--- src/rtl/cpu_pkg.sv ---
// Shared CPU definitions: load funct3 codes, writeback FSM encoding, width defaults.
package cpu_pkg;

    localparam int XLEN_DEF = 32;
    localparam int RAW_DEF  = 5;

    localparam logic [2:0] F3_LB  = 3'b000;
    localparam logic [2:0] F3_LH  = 3'b001;
    localparam logic [2:0] F3_LW  = 3'b010;
    localparam logic [2:0] F3_LBU = 3'b100;
    localparam logic [2:0] F3_LHU = 3'b101;

    typedef enum logic {
        WB_IDLE     = 1'b0,
        WB_WAIT_MEM = 1'b1
    } wb_state_e;

endpackage

--- src/rtl/load_ext.sv ---
// Load data extraction: picks byte/halfword/word out of the memory word and
// sign- or zero-extends it. Misaligned accesses use the aligned-down offset.
module load_ext
    import cpu_pkg::*;
#(
    parameter int XLEN = XLEN_DEF
) (
    input  logic [2:0]      funct3,
    input  logic [1:0]      offset,
    input  logic [XLEN-1:0] word,
    output logic [XLEN-1:0] data,
    output logic            illegal,
    output logic            misalign
);

    logic [7:0]  b;
    logic [15:0] h;

    assign b = word[{offset, 3'b000} +: 8];
    assign h = word[{offset[1], 4'b0000} +: 16];

    // Decode funct3 into extended data plus alignment / legality flags
    always_comb begin
        data     = '0;
        illegal  = 1'b0;
        misalign = 1'b0;
        case (funct3)
            F3_LB:  data = {{(XLEN-8){b[7]}}, b};
            F3_LBU: data = {{(XLEN-8){1'b0}}, b};
            F3_LH: begin
                data     = {{(XLEN-16){h[15]}}, h};
                misalign = offset[0];
            end
            F3_LHU: begin
                data     = {{(XLEN-16){1'b0}}, h};
                misalign = offset[0];
            end
            F3_LW: begin
                data     = word;
                misalign = (offset != 2'b00);
            end
            default: illegal = 1'b1;
        endcase
    end

endmodule

--- src/rtl/wb_unit.sv ---
// Writeback stage: merges ALU results and load responses onto the single
// register-file write port, tracks one outstanding load and buffers one ALU
// result that collides with a load response.
module wb_unit
    import cpu_pkg::*;
#(
    parameter int XLEN = XLEN_DEF,
    parameter int RAW  = RAW_DEF
) (
    input  logic            clk,
    input  logic            rst_n,
    input  logic            alu_valid,
    input  logic [RAW-1:0]  alu_rd,
    input  logic [XLEN-1:0] alu_data,
    output logic            alu_ready,
    input  logic            ld_valid,
    input  logic [RAW-1:0]  ld_rd,
    input  logic [2:0]      ld_funct3,
    input  logic [1:0]      ld_addr_lo,
    output logic            ld_ready,
    input  logic            mem_rvalid,
    input  logic [XLEN-1:0] mem_rdata,
    output logic            wb_we,
    output logic [RAW-1:0]  wb_waddr,
    output logic [XLEN-1:0] wb_wdata,
    output logic            stall,
    output logic            err_misalign,
    output logic            err_funct3,
    output logic            err_spurious
);

    wb_state_e       state;
    logic [RAW-1:0]  pend_rd;
    logic [2:0]      pend_f3;
    logic [1:0]      pend_off;
    logic            hold_valid;
    logic [RAW-1:0]  hold_rd;
    logic [XLEN-1:0] hold_data;

    logic            alu_acc, ld_acc, rsp;
    logic [2:0]      ext_f3;
    logic [1:0]      ext_off;
    logic [XLEN-1:0] ext_data;
    logic            ext_ill, ext_mis;

    // A younger ALU write to the pending load's rd must wait so it lands last
    assign alu_ready = !hold_valid &&
                       !(state == WB_WAIT_MEM && alu_rd == pend_rd && alu_rd != '0);
    assign ld_ready  = (state == WB_IDLE) && !hold_valid;
    assign stall     = (state == WB_WAIT_MEM);
    assign alu_acc   = alu_valid && alu_ready;
    assign ld_acc    = ld_valid && ld_ready;
    assign rsp       = (state == WB_WAIT_MEM) && mem_rvalid;

    // Accept and response never overlap, so one extractor serves both:
    // in IDLE it flags the incoming load, in WAIT_MEM it extracts the response.
    assign ext_f3  = (state == WB_IDLE) ? ld_funct3  : pend_f3;
    assign ext_off = (state == WB_IDLE) ? ld_addr_lo : pend_off;

    load_ext #(.XLEN(XLEN)) u_ext (
        .funct3   (ext_f3),
        .offset   (ext_off),
        .word     (mem_rdata),
        .data     (ext_data),
        .illegal  (ext_ill),
        .misalign (ext_mis)
    );

    // FSM, write-port arbitration (load > held ALU > new ALU) and sticky errors
    always_ff @(posedge clk) begin
        if (!rst_n) begin
            state        <= WB_IDLE;
            pend_rd      <= '0;
            pend_f3      <= '0;
            pend_off     <= '0;
            hold_valid   <= 1'b0;
            hold_rd      <= '0;
            hold_data    <= '0;
            wb_we        <= 1'b0;
            wb_waddr     <= '0;
            wb_wdata     <= '0;
            err_misalign <= 1'b0;
            err_funct3   <= 1'b0;
            err_spurious <= 1'b0;
        end else begin
            wb_we <= 1'b0;
            if (rsp) begin
                wb_we    <= (pend_rd != '0);
                wb_waddr <= pend_rd;
                wb_wdata <= ext_data;
                state    <= WB_IDLE;
                if (alu_acc) begin
                    hold_valid <= 1'b1;
                    hold_rd    <= alu_rd;
                    hold_data  <= alu_data;
                end
            end else if (hold_valid) begin
                wb_we      <= (hold_rd != '0);
                wb_waddr   <= hold_rd;
                wb_wdata   <= hold_data;
                hold_valid <= 1'b0;
            end else if (alu_acc) begin
                wb_we    <= (alu_rd != '0);
                wb_waddr <= alu_rd;
                wb_wdata <= alu_data;
            end

            if (ld_acc) begin
                state        <= WB_WAIT_MEM;
                pend_rd      <= ld_rd;
                pend_f3      <= ld_funct3;
                pend_off     <= ld_addr_lo;
                err_misalign <= err_misalign | ext_mis;
                err_funct3   <= err_funct3 | ext_ill;
            end

            if (state == WB_IDLE && mem_rvalid)
                err_spurious <= 1'b1;
        end
    end

endmodule

--- config.mk ---
export PLATFORM = sky130hd
export DESIGN_NAME = wb_unit
export DESIGN_NICKNAME = d
export VERILOG_FILES = /design/src/rtl/cpu_pkg.sv /design/src/rtl/load_ext.sv /design/src/rtl/wb_unit.sv
export SDC_FILE = /design/constraint.sdc
export NUM_CORES = 1
export LEC_CHECK = 0
export ABC_AREA = 1
export CAP_MARGIN = 10
export CORE_AREA = 2 2 93 185
export CTS_BUF_LIST = sky130_fd_sc_hd__clkbuf_16
export DETAILED_ROUTE_END_ITERATION = 7
export DIE_AREA = 0 0 95 187
export GPL_TIMING_DRIVEN = 0
export HOLD_SLACK_MARGIN = 0.1
export SYNTH_ARGS = -nofsm -noshare
export SYNTH_HDL_FRONTEND = slang
export SYNTH_SLANG_ARGS = --single-unit
--- constraint.sdc ---
create_clock -name clk -period 2.8 [get_ports clk]
set_input_delay 0.84 -clock clk [delete_from_list [all_inputs] [get_ports clk]]
set_output_delay 0.84 -clock clk [all_outputs]
set_load 0.02 [all_outputs]
Yosys cells after proc, flatten, opt, wreduce, memory -nomap -nowiden. Index checks and enable logic that the tools add are counted.

Register bits after elaboration: 90. Bits of input ports: 84. Logic and storage cells: 60.

Eq/ne operators: 5. Shift operators: 2. Muxes and demuxes: 16. Bitwise operators: 3. Reduce and logical (&&, ||, !) cells: 21.

Operators with widths (count): 32-bit one-hot mux with 5 select lines (1); 32-bit two-way mux (3); 32-bit by 6-bit indexed part select with 16-bit output (1); 32-bit by 6-bit indexed part select with 8-bit output (1); 5-bit two-way mux (3); 5-bit nonzero test (3); 1-bit logical AND (8); 3-bit equality test, second input constant (2); 1-bit two-way mux (6); 5-bit equality test (1); 5-bit OR reduction (1); 2-bit AND reduction (2); 2-bit nonzero test (2); 3-bit by 1-bit equality test with 1-bit output, second input constant (1); 3-bit by 2-bit equality test with 1-bit output, second input constant (1); 3-bit zero test (1); 3-bit two-way mux (1); 3-bit nonzero test (1); 1-bit zero test (2); 2-bit two-way mux (1); 1-bit OR (2); 1-bit one-hot mux with 2 select lines (1); 2-bit OR reduction (1); 1-bit NOT (1).

Depth between registers and ports, before layout.
Word-level depth: 9. Depth in mapped cells: 13.

By module. A second synthesis with hierarchy kept.

Cell total of the unflattened synthesis: 996. Area total of the unflattened synthesis: 5651.7 um^2.

Modules (own cells, without submodules): wb_unit (times used 1, cells each 776, area each 4708.3 um^2); load_ext (times used 1, cells each 220, area each 943.4 um^2).

Worst setup path after synthesis. OpenSTA, ideal clock, no wires.

Kind: input to output. Start point: input alu_rd[0]. End point: output alu_ready. Arrival: 1.484 ns. Slack: 0.476 ns. Stages on the path: 5. Buffers on the path: 0. Cell sequence: nor2_1 -> nand4_1 -> nand2_1 -> nor2_4 -> nor2_2.

Word-level cells in the longest chain between the ends: 5.

Ends and longest elaborated chain: start, declared (line wb_unit.sv:13) `input logic [RAW-1:0] alu_rd,`; 5-bit equality test (line wb_unit.sv:48) `!(state == WB_WAIT_MEM && alu_rd == pend_rd && alu_rd != '0);`; 1-bit logical AND (line wb_unit.sv:48); 1-bit logical AND * (line wb_unit.sv:48); 1-bit zero test * (line wb_unit.sv:48); 1-bit logical AND * (line wb_unit.sv:47) `assign alu_ready = !hold_valid &&`; end, declared (line wb_unit.sv:15) `output logic alu_ready,`.

Mark *: on every way between the ends. The rest lies on a longest branch, timed or not.

Final worst setup path.
Start point: input alu_rd[4]. End point: output alu_ready.

Same word-level chain as after synthesis.

==> key figures <==
Synthesis
  • Adder and majority cell fraction of the synthesized area: 0%
  • Most used standard cell by instance count after synthesis: sky130_fd_sc_hd__nand2_1
  • Biggest area consumer among synthesized cells: sky130_fd_sc_hd__dfxtp_1
  • Mapped Avg Cell Area: between 5 and 6 µm²
  • Main combinational cell family by area after synthesis: simple AND/OR/NAND/NOR gates
  • Mux share of post-synthesis cell area: 0%
  • Most used flip-flop cell after synthesis: sky130_fd_sc_hd__dfxtp_1
  • Post-synthesis net count: about 1100
  • Synthesized instance count: 973
  • EDFF count, synth: 0
  • Synth Register Bits: 90
  • Fraction of registers with async set or reset after synthesis: 0%
  • Post-synthesis compound-gate area fraction: between 10% and 20%
  • Leading cell types by count after synthesis: 275 x sky130_fd_sc_hd__nand2_1, 210 x sky130_fd_sc_hd__nor2_1, 105 x sky130_fd_sc_hd__nand3_1
  • Synth top area share: between 30% and 40%
  • Sequential element share of the synthesized area: 32.1%
  • Simple logic cell fraction of the synthesized area: 45.0%
  • Synth cell types: 27
  • Synth warn: 0
  • Synth Cell Area: between 0.005 and 0.006 mm²
  • Cell types occupying the most area after synthesis: sky130_fd_sc_hd__dfxtp_1 32%, sky130_fd_sc_hd__nand2_1 18%, sky130_fd_sc_hd__nor2_1 14%
  • Synth Area in XOR/XNOR: 0%

Timing
  • Achievable clock frequency: 364 MHz
  • Total count of hold-check failures in the final report: 0
  • Post-Route Skew: approximately 11 ps
  • Worst slew margin relative to its limit: between 50% and 60%
  • Worst-case hold slack: between 400 and 500 ps
  • Number of pins exceeding their max-slew limit in the final report: 0
  • Sum of negative setup slack: 0 ps
  • Transition time of the tightest slew-check pin: around 690 ps
  • Ratio of final minimum period to clock period: between 90% and 100%
  • Final critical delay including setup and external delays: about 2800 ps
  • Setup violation total in the final timing report: 0
  • Post-route worst setup slack: about 50 ps

GRT
  • Overall global routing resource usage: between 20 and 25%
  • Number of global-route vias before repair: around 6100
  • First-pass GRT wire length: about 32000 µm
  • Global route total overflow: 0
  • Number of antenna violations at the first check in global routing: 0
  • Largest net degree at the start of global routing: 15

Critical path
  • Worst R2R Path Depth: 12
  • Critical register-to-register path endpoint: wb_waddr[4]
  • Launching point of the worst reg2reg path: stall
  • Launching element of the worst setup path: alu_rd[4]
  • Critical path capture point type: primary output
  • Kind of critical path: input pin to primary output
  • Type of origin of the critical path: input pin
  • Endpoint arrival time on the critical path: around 1900 ps
  • Worst reg2reg setup slack: just over 700 ps
  • Required time of the worst setup path: just under 2000 ps
  • Maximum fanout along the worst path: 4
  • Worst setup path endpoint: alu_ready

Hold path
  • Hold path cells: 2
  • Path category of the worst min-delay check: flop to flop

Power and ir drop
  • Worst voltage drop across the vdd grid: between 0.0002 and 0.0003 V
  • Static leakage: about 3.4 nW
  • PwrDens: roughly 500 mW/mm²

Clock network
  • Later-pin clock latency in the skew report: between 300 and 400 ps
  • Maximum clock path buffer count: 2
  • Cell at the root of the clock tree: sky130_fd_sc_hd__clkbuf_16
  • Clock tree from TritonCTS: yes
  • Sink count of the clock tree: 90
  • H-tree depth reported by CTS: 3
  • Register clock-pin slew on the reported worst setup and hold paths: roughly 70 ps
  • # hold bufs at CTS: 0
  • Number of buffers added by the clock tree synthesis step: 9

Floorplan
  • Initial Util: between 30 and 40%
  • Floorplan Core Area: 0.0165 mm²
  • Io pins: 128
  • Area of the die: roughly 0.018 mm²
  • Number of placement rows: 67
  • Die Span Y: between 150 and 200 µm
  • Horiz. Die Dim: 95 µm

Drt
  • Vias post-DR: ~6400
  • Number of design-rule violations left by the first detailed-router iteration: between 400 and 500
  • Overall routed net length: roughly 20000 µm
  • Number of design rule violations left after detail routing: 0
  • Via density: about 4.9
  • Detailed-routing iteration count for the pre-antenna-repair pass: 5
  • Routed wire length per instance: between 15 and 20 µm
  • Routed Antenna Nets: 0

Finish
  • Final Instance Count excl. Fillers: between 1000 and 1500
  • Diode count: 0
  • Area overhead of the layout relative to synthesis: 32.0%
  • Fraction of layout instances using a drive strength above 1: 6.62%
  • Layout net count: about 1200
  • Final Instance Area: roughly 0.0074 mm²
  • Fill cell instance count of the final layout: approximately 1700

Job
  • Total of max-cap violations: 0

Placed design
  • Setup slack at placement: -708 ps
  • Half-perimeter wire length of the detailed placement result: 15700 µm
  • Placed cell areas: approximately 0.0071 mm²
  • Dpl cells: ~1300
  • Number of port buffers: around 130
  • Placer congestion estimate: 0.898

Outcome
  • Status: finished, final reports clean
stage by stage:
step	power (mW)	util, %
floorplan	2.06	-
global placement	2.51	43.3
detailed placement	2.51	43.3
CTS	3.63	44.9
global route	3.79	44.9
finish	3.61	44.9
how the worst min path moves through the flow:
stage                      start           end  slack (ps)
CTS                   err_funct3    err_funct3         460
global placement    err_misalign  err_misalign         440
detailed placement    err_funct3    err_funct3         450
floorplan             pend_f3[2]    pend_f3[2]         430
global route        err_misalign  err_misalign         480
finish                err_funct3    err_funct3         450
cells in the final DEF, fill, tap and decap left out, types with 6 or more instances in the layout:
cell type and n:
sky130_fd_sc_hd__nand2_1 274, sky130_fd_sc_hd__a21oi_1 57, sky130_fd_sc_hd__clkdlybuf4s50_1 121, sky130_fd_sc_hd__buf_4 12, sky130_fd_sc_hd__nor2_1 209, sky130_fd_sc_hd__inv_1 91, sky130_fd_sc_hd__buf_2 18, sky130_fd_sc_hd__nand2_2 10
sky130_fd_sc_hd__buf_6 6, sky130_fd_sc_hd__clkbuf_16 9, sky130_fd_sc_hd__o21ai_0 59, sky130_fd_sc_hd__nand3_1 105, sky130_fd_sc_hd__dfxtp_1 90, sky130_fd_sc_hd__clkbuf_1 19
registers in the layout, summed over array words and instances (netlist names):
register,cells
wb_waddr,5
wb_wdata,32
err_funct3,1
pend_rd,5
stall,1
wb_we,1
err_misalign,1
err_spurious,1
hold_valid,1
hold_data,32
pend_f3,3
hold_rd,5
pend_off,2
worst max-delay path: stages:
cell and delay [ps]:
sky130_fd_sc_hd__dlygate4sd2_1 270, sky130_fd_sc_hd__inv_1 100, sky130_fd_sc_hd__nand2_1 60, sky130_fd_sc_hd__nand2_1 50
sky130_fd_sc_hd__nor2_2 100, sky130_fd_sc_hd__nand2_1 100, sky130_fd_sc_hd__nor2_4 160, sky130_fd_sc_hd__nor2_4 60
sky130_fd_sc_hd__buf_4 160
area by class of cell:
cell class	count	area, µm²	share of cell area [%]
plain buffers	58	323	4.36
multi-input cells	731	3150	42.4
clock inverters	7	37.5	0.506
clock buffers	9	225	3.04
flip-flops and latches	90	1800	24.3
inverters	94	355	4.79
repair buffers	128	1260	17.1
well taps	207	259	3.49
layer usage:
metal  up-vias  global-route usage [%]  routed length, µm
met3        26                    3.63                972
met1      2896                    28.0               8620
met2       201                    40.2              10200
met5         -                       0                  0
met4         0                    7.02                484
li1       3304                       -                  -
timing repair:
| item | in CTS | in global routing |
|---|---|---|
| setup endpoints to repair | 1 | 1 |
| pin swaps | 1 | 1 |
| buffers inserted | 1 | 0 |
| resized for setup | 12 | 7 |
kinds of logic (layout without fill, tap and decap cells):
logic type,after synthesis,after routing
simple gates,611,611
flops,90,90
buf+inv,152,296
compound gates,120,120
power breakdown:
part | switching, mW | total [mW] | internal (mW)
Sequential | 0.0457 | 1.41 | 1.37
Combinational | 0.640 | 1.08 | 0.436
Clock | 0.529 | 1.12 | 0.591
Total | 1.21 | 3.61 | 2.39
(Power assumes the default switching activity.)
==> edit 1, RTL diff (same settings) <==
Set the package constant `XLEN_DEF` to 36 (it was 32).
--- a/src/rtl/cpu_pkg.sv
+++ b/src/rtl/cpu_pkg.sv
@@ -2,5 +2,5 @@
 package cpu_pkg;
 
-    localparam int XLEN_DEF = 32;
+    localparam int XLEN_DEF = 36;
     localparam int RAW_DEF  = 5;
 
Ports: changed (resized alu_data, mem_rdata and wb_wdata); port bits go from 128 to 140. No check against the original RTL was run, so the function may have changed too.
==> edit 1 against the unedited design <==
Power rose by 9.4%; final cell count rose by 7.5%; final area rose by 8.3%; area after synthesis rose by 8.7%; wire length rose by 9.0%; sequential cell count rose by 8; first-iteration DRC count rose by 31%; clock skew fell by 0.60 ps; sequential share of layout area rose by 0.13 points; setup slack improved by 3.4 ps; critical path type unchanged; critical endpoint unchanged; largest power group unchanged; highest routed layer unchanged.
==> edit 1: results (changes against the unedited design) <==
• **clock tree buffer depth** 2, unchanged
• **clock network latency to the later pin of the worst-skew pair** 360 ps
• **largest net degree at the start of global routing** 16, +1
• **# fillers** 1741, -0.46%
• **setup tns final** 0 ps, unchanged
• **vias in the first global route** 6902, +12%
• **critical path data arrival time** 1910 ps, about the same
• **worst setup slack for register-to-register paths** 760 ps, +40 ps
• **reported leakage power** 3.79 nW, +10%
• **Regs by FF count** hold_data (36), wb_wdata (36)
• **total via count in the routed design** 7214, +12%
• **R2R depth** 10, -2
• **final weighted congestion of routability-driven global placement** 0.891, -0.78%
• **number of DRC markers in iteration 0** 570, +31%
• **H-tree levels** 3, unchanged
• **number of antenna violations at the first check in global routing** 0, unchanged
• **worst slack on hold paths** 452 ps, -1.35 ps
• **clock tree root buffer cell** sky130_fd_sc_hd__clkbuf_16
• **skew final** 9.91 ps, -0.600 ps
• **aggregate routed wire length** 22200 µm, +9.0%
• **mean cell area of the mapped netlist** 5.76 µm², -0.25%
• **Power per Cell Area** 492 nW/µm², +0.98%
• **share of layout cells above drive strength 1** 0.0798, +0.0135
• **share of the cycle needed by the critical path after routing** 0.981, -0.00121
• **Min-Delay Path Class** reg2reg
• **final non-filler cell total** 1423, +7.5%
• **category of cells accounting for the largest share of critical-path delay** simple AND/OR/NAND/NOR gates
• **cells taking the most area after synthesis** sky130_fd_sc_hd__dfxtp_1 32%, sky130_fd_sc_hd__nand2_1 18%, sky130_fd_sc_hd__nor2_1 14%
• **Yosys top cell by area** sky130_fd_sc_hd__dfxtp_1
• **Placed Area** 7740 µm², +8.4%
• **global-route wire length before repair** 34600 µm, +8.4%
• **Worst Tran Pin Value** 683 ps, -7.01 ps
• **Antenna Cells** 0, unchanged
• **post-synthesis cell type count** 26, -3.7%
• **total nets after synthesis** 1152, +9.0%
• **critical path fanouts, max** 4, unchanged
• **share of the yosys chip area belonging to registers** 0.322, +0.000654
• **Post-Place Worst Slack** -782 ps, -73.9 ps
• **dpl hpwl** 17000 µm, +8.0%
• **Largest stage delay, worst path** 280 ps
• **port buffer count** 138, +8.7%
• **final net count** 1303, +8.9%
• **run status** finished, final reports clean
• **worst ir drop on vdd** 0.334 mV, +16%
• **clock-pin slew on the worst setup and hold paths** 70 ps, about the same
• **Yosys warning total** 0, unchanged
• **Slowest cell on crit path** sky130_fd_sc_hd__dlygate4sd2_1
• **Tot GR Track Use** 0.250, +0.0210
• **Post-synth top cells** 296 x sky130_fd_sc_hd__nand2_1, 232 x sky130_fd_sc_hd__nor2_1, 120 x sky130_fd_sc_hd__nand3_1
• **DR pass1 iterations** 5, unchanged
-- edit 1: cell types whose count changed in the layout (fill, tap and decap cells not counted), moves of 4 or more --
| cell | unedited run | this run |
|---|---|---|
| sky130_fd_sc_hd__o21ai_0 | 59 | 55 |
| sky130_fd_sc_hd__nand2_1 | 274 | 295 |
| sky130_fd_sc_hd__nor2_1 | 209 | 230 |
| sky130_fd_sc_hd__inv_1 | 91 | 96 |
| sky130_fd_sc_hd__inv_2 | 1 | 6 |
| sky130_fd_sc_hd__buf_2 | 18 | 26 |
| sky130_fd_sc_hd__dfxtp_1 | 90 | 98 |
| sky130_fd_sc_hd__nand3_1 | 105 | 120 |
| sky130_fd_sc_hd__clkdlybuf4s50_1 | 121 | 132 |
-- edit 1: cell families (layout without fill, tap and decap cells) --
kind of cell / Yosys count / count (layout) / synth area share
flops: 98 / 98 / 0.322
buf+inv: 168 / 324 / 0.122
compound gates: 119 / 119 / 0.0990
simple gates: 675 / 675 / 0.458
-- edit 1: repair_timing --
action	in CTS	in global routing
hold buffers	0	0
setup buffers	1	1
pin swaps	1	2
gates resized for setup	13	8
endpoints found under the setup margin	1	1
-- edit 1: worst reg2reg max path, stage by stage (launching register included) --
cell and delay, ps:
sky130_fd_sc_hd__dfxtp_1 390, sky130_fd_sc_hd__inv_1 100, sky130_fd_sc_hd__nand2_1 70, sky130_fd_sc_hd__nand2_1 50, sky130_fd_sc_hd__nor2_1 150, sky130_fd_sc_hd__nand3_1 160
sky130_fd_sc_hd__a21oi_2 450, sky130_fd_sc_hd__buf_2 340, sky130_fd_sc_hd__nand3_1 110, sky130_fd_sc_hd__nand2_1 80, sky130_fd_sc_hd__nor2_1 50
-- edit 1: final timing paths --
path	to	start
setup / recovery	alu_ready	alu_rd[0]
hold / removal	err_funct3	err_funct3
setup reg to reg	wb_wdata[8]	pend_rd[4]
hold reg to reg	err_funct3	err_funct3
-- edit 1: power by group --
part,leakage [nW],internal (mW),total (mW),switching [mW]
registers,0.805,1.49,1.54,0.0499
clock network,0.138,0.682,1.24,0.559
logic,2.85,0.474,1.17,0.695
-- edit 1: area by class of cell --
type,count,share of cell area
inverters,103,0.0488
flip-flops and latches,98,0.244
clock buffers,9,0.0281
plain buffers,65,0.0438
repair buffers,140,0.171
well taps,207,0.0323
clock inverters,7,0.00764
multi-input cells,794,0.424
-- edit 1: metal layers --
layer | wire length [µm] | track usage | vias up | share of wire
met4 | 663 | 0.0975 | 0 | 0.030
li1 | - | - | 3592 | -
met5 | 0 | 0 | - | 0
met3 | 1470 | 0.0351 | 38 | 0.066
met2 | 11000 | 0.436 | 274 | 0.50
met1 | 9010 | 0.302 | 3310 | 0.41
==> edit 2, RTL diff (same settings) <==
Made on the original files. Put one more register stage on the output `err_funct3`. The value now appears one clock later. The other outputs are not delayed to match.
--- a/src/rtl/wb_unit.sv
+++ b/src/rtl/wb_unit.sv
@@ -29,4 +29,6 @@
     output logic            err_spurious
 );
+
+    logic err_funct3_s0;
 
     wb_state_e       state;
@@ -81,5 +83,5 @@
             wb_wdata     <= '0;
             err_misalign <= 1'b0;
-            err_funct3   <= 1'b0;
+            err_funct3_s0 <= 1'b0;
             err_spurious <= 1'b0;
         end else begin
@@ -112,5 +114,5 @@
                 pend_off     <= ld_addr_lo;
                 err_misalign <= err_misalign | ext_mis;
-                err_funct3   <= err_funct3 | ext_ill;
+                err_funct3_s0 <= err_funct3_s0 | ext_ill;
             end
 
@@ -120,4 +122,8 @@
     end
 
+    always_ff @(posedge clk) begin
+        err_funct3 <= err_funct3_s0;
+    end
+
 endmodule
 
Behaviour: not the same (a bounded check fails within 4 cycles, from zero or initial values and one cycle with rst_n low).
==> edit 2 against the unedited design <==
Final area up 0.96%; synthesized cell count up 0.10%; wire length down 0.70%; first-iteration DRC count up 12%; area after synthesis up 0.36%; sequential cell count up 1; setup slack better by 30 ps; power up 5.6%; count of clock-buffer cells in the layout unchanged; largest power group unchanged.
==> edit 2: results (changes against the unedited design) <==
• **pins over their slew limit** 0, unchanged
• **max_slew headroom** 0.533, -0.00710
• **worst ir drop on vdd** 0.286 mV, -0.33%
• **Tot GR Track Use** 0.229, +0.000578
• **clock tree buffer depth** 2, unchanged
• **skew final** 9.42 ps, -1.09 ps
• **Largest stage delay, worst path** 290 ps, +20 ps
• **clock-pin slew on the worst setup and hold paths** 70 ps, about the same
• **final non-filler cell total** 1326, +0.15%
• **H-tree levels** 3, unchanged
• **global-route congestion overflow total** 0, unchanged
• **DR pass1 iterations** 5, unchanged
• **total nets after synthesis** 1058, +0.095%
• **clock network latency to the later pin of the worst-skew pair** 350 ps, about the same
• **instance count along the most critical hold path** 0, -2
• **sw power** 1.22 mW, +0.54%
• **global-route wire length before repair** 31700 µm, -0.71%
• **post-synthesis cell type count** 27, unchanged
• **Yosys warning total** 0, unchanged
• **dpl hpwl** 15500 µm, -1.2%
• **launch point of the worst reg-to-reg path** stall
• **share of the yosys chip area belonging to registers** 0.323, +0.00241
• **number of antenna violations at the first check in global routing** 0, unchanged
• **R2R depth** 13, +1
• **number of buffers created by CTS** 9, unchanged
• **aggregate routed wire length** 20200 µm, -0.70%
• **startpoint of the tightest hold check path** err_funct3_s0
• **Post-synth top cells** 275 x sky130_fd_sc_hd__nand2_1, 210 x sky130_fd_sc_hd__nor2_1, 105 x sky130_fd_sc_hd__nand3_1
• **worst slack on hold paths** 357 ps, -96.2 ps
• **end point of the worst hold path** err_funct3
• **critical path fanouts, max** 5, +1
• **Regs by FF count** hold_data (32), wb_wdata (32)
• **Avg Vias per Cell** 4.86, +0.14%
• **clock tree root buffer cell** sky130_fd_sc_hd__clkbuf_16
• **port buffer count** 127, unchanged
• **worst setup slack for register-to-register paths** 740 ps, +20 ps
• **most frequently used flop master after synthesis** sky130_fd_sc_hd__dfxtp_1
• **Post-Place Worst Slack** -706 ps, +2.43 ps
• **final weighted congestion of routability-driven global placement** 0.967, +7.6%
• **final net count** 1198, +0.17%
• **Slowest cell on crit path** sky130_fd_sc_hd__dlygate4sd2_1
• **cells taking the most area after synthesis** sky130_fd_sc_hd__dfxtp_1 32%, sky130_fd_sc_hd__nand2_1 18%, sky130_fd_sc_hd__nor2_1 14%
• **number of DRC markers in iteration 0** 487, +12%
• **Antenna Cells** 0, unchanged
• **Placed Area** 7170 µm², +0.28%
• **vias in the first global route** 6087, -0.96%
• **fraction of synthesis flops using an asynchronous set or reset pin** 0, unchanged
• **share of layout cells above drive strength 1** 0.0661, -0.000118
• **reported leakage power** 3.48 nW, +0.98%
• **run status** finished, final reports clean
• **critical path data arrival time** 1880 ps, -30 ps
• **Worst R2R End** wb_waddr[4]
• **Syn Inst Count** 974, +0.10%
• **largest net degree at the start of global routing** 15, unchanged
==> edit 2: layout make-up <==
cell class,instances,area (µm²)
Fill cell,1752,9030
Multi-Input combinational cell,731,3140
Sequential cell,91,1820
Timing Repair Buffer,129,1270
Inverter,94,355
Buffer,58,323
Tap cell,207,259
Clock buffer,9,225
Clock inverter,7,83.8
==> edit 2: routing by layer <==
layer	track usage	wire length, µm	vias to the layer above
met5	0	0	-
met2	0.400	10100	208
met4	0.0814	554	0
li1	-	-	3306
met3	0.0375	1100	29
met1	0.278	8430	2903
==> edit 2: repair_timing <==
action,4_1_cts,5_1_grt
setup endpoints to repair,1,1
pin swaps,1,2
gates resized for setup,12,6
buffers inserted,1,1
==> edit 2: cell families after synthesis <==
logic type,after synthesis,synth area share
AO/OA/AOI/OAI,120,0.108
AND/OR/NAND/NOR,611,0.448
flip-flops,91,0.323
buffers and inverters,152,0.120
==> edit 2: how the worst max path moves through the flow <==
stage,startpoint,to,slack (ps),cells after the start
floorplan,alu_rd[0],alu_ready,480,5
global placement,alu_rd[3],alu_ready,-680,9
detailed placement,alu_rd[3],alu_ready,-710,9
CTS,alu_rd[1],alu_ready,20,9
global route,alu_rd[0],alu_ready,10,7
finish,alu_rd[0],alu_ready,80,8
==> edit 2: power by group through the flow <==
stage | clock network [mW] | registers [mW] | logic (mW)
3_5_place_dp | 0 | 1.46 | 1.07
5_1_grt | 1.38 | 1.44 | 1.19
6_report | 1.31 | 1.43 | 1.08
3_3_place_gp | 0 | 1.46 | 1.06
4_1_cts | 1.34 | 1.43 | 1.07
2_1_floorplan | 0 | 1.52 | 0.558
==> edit 2: critical path, delay by kind of cell <==
| kind | cells | cell delay [ps] |
|---|---|---|
| buf+inv | 2 | 450 |
| simple gates | 6 | 580 |
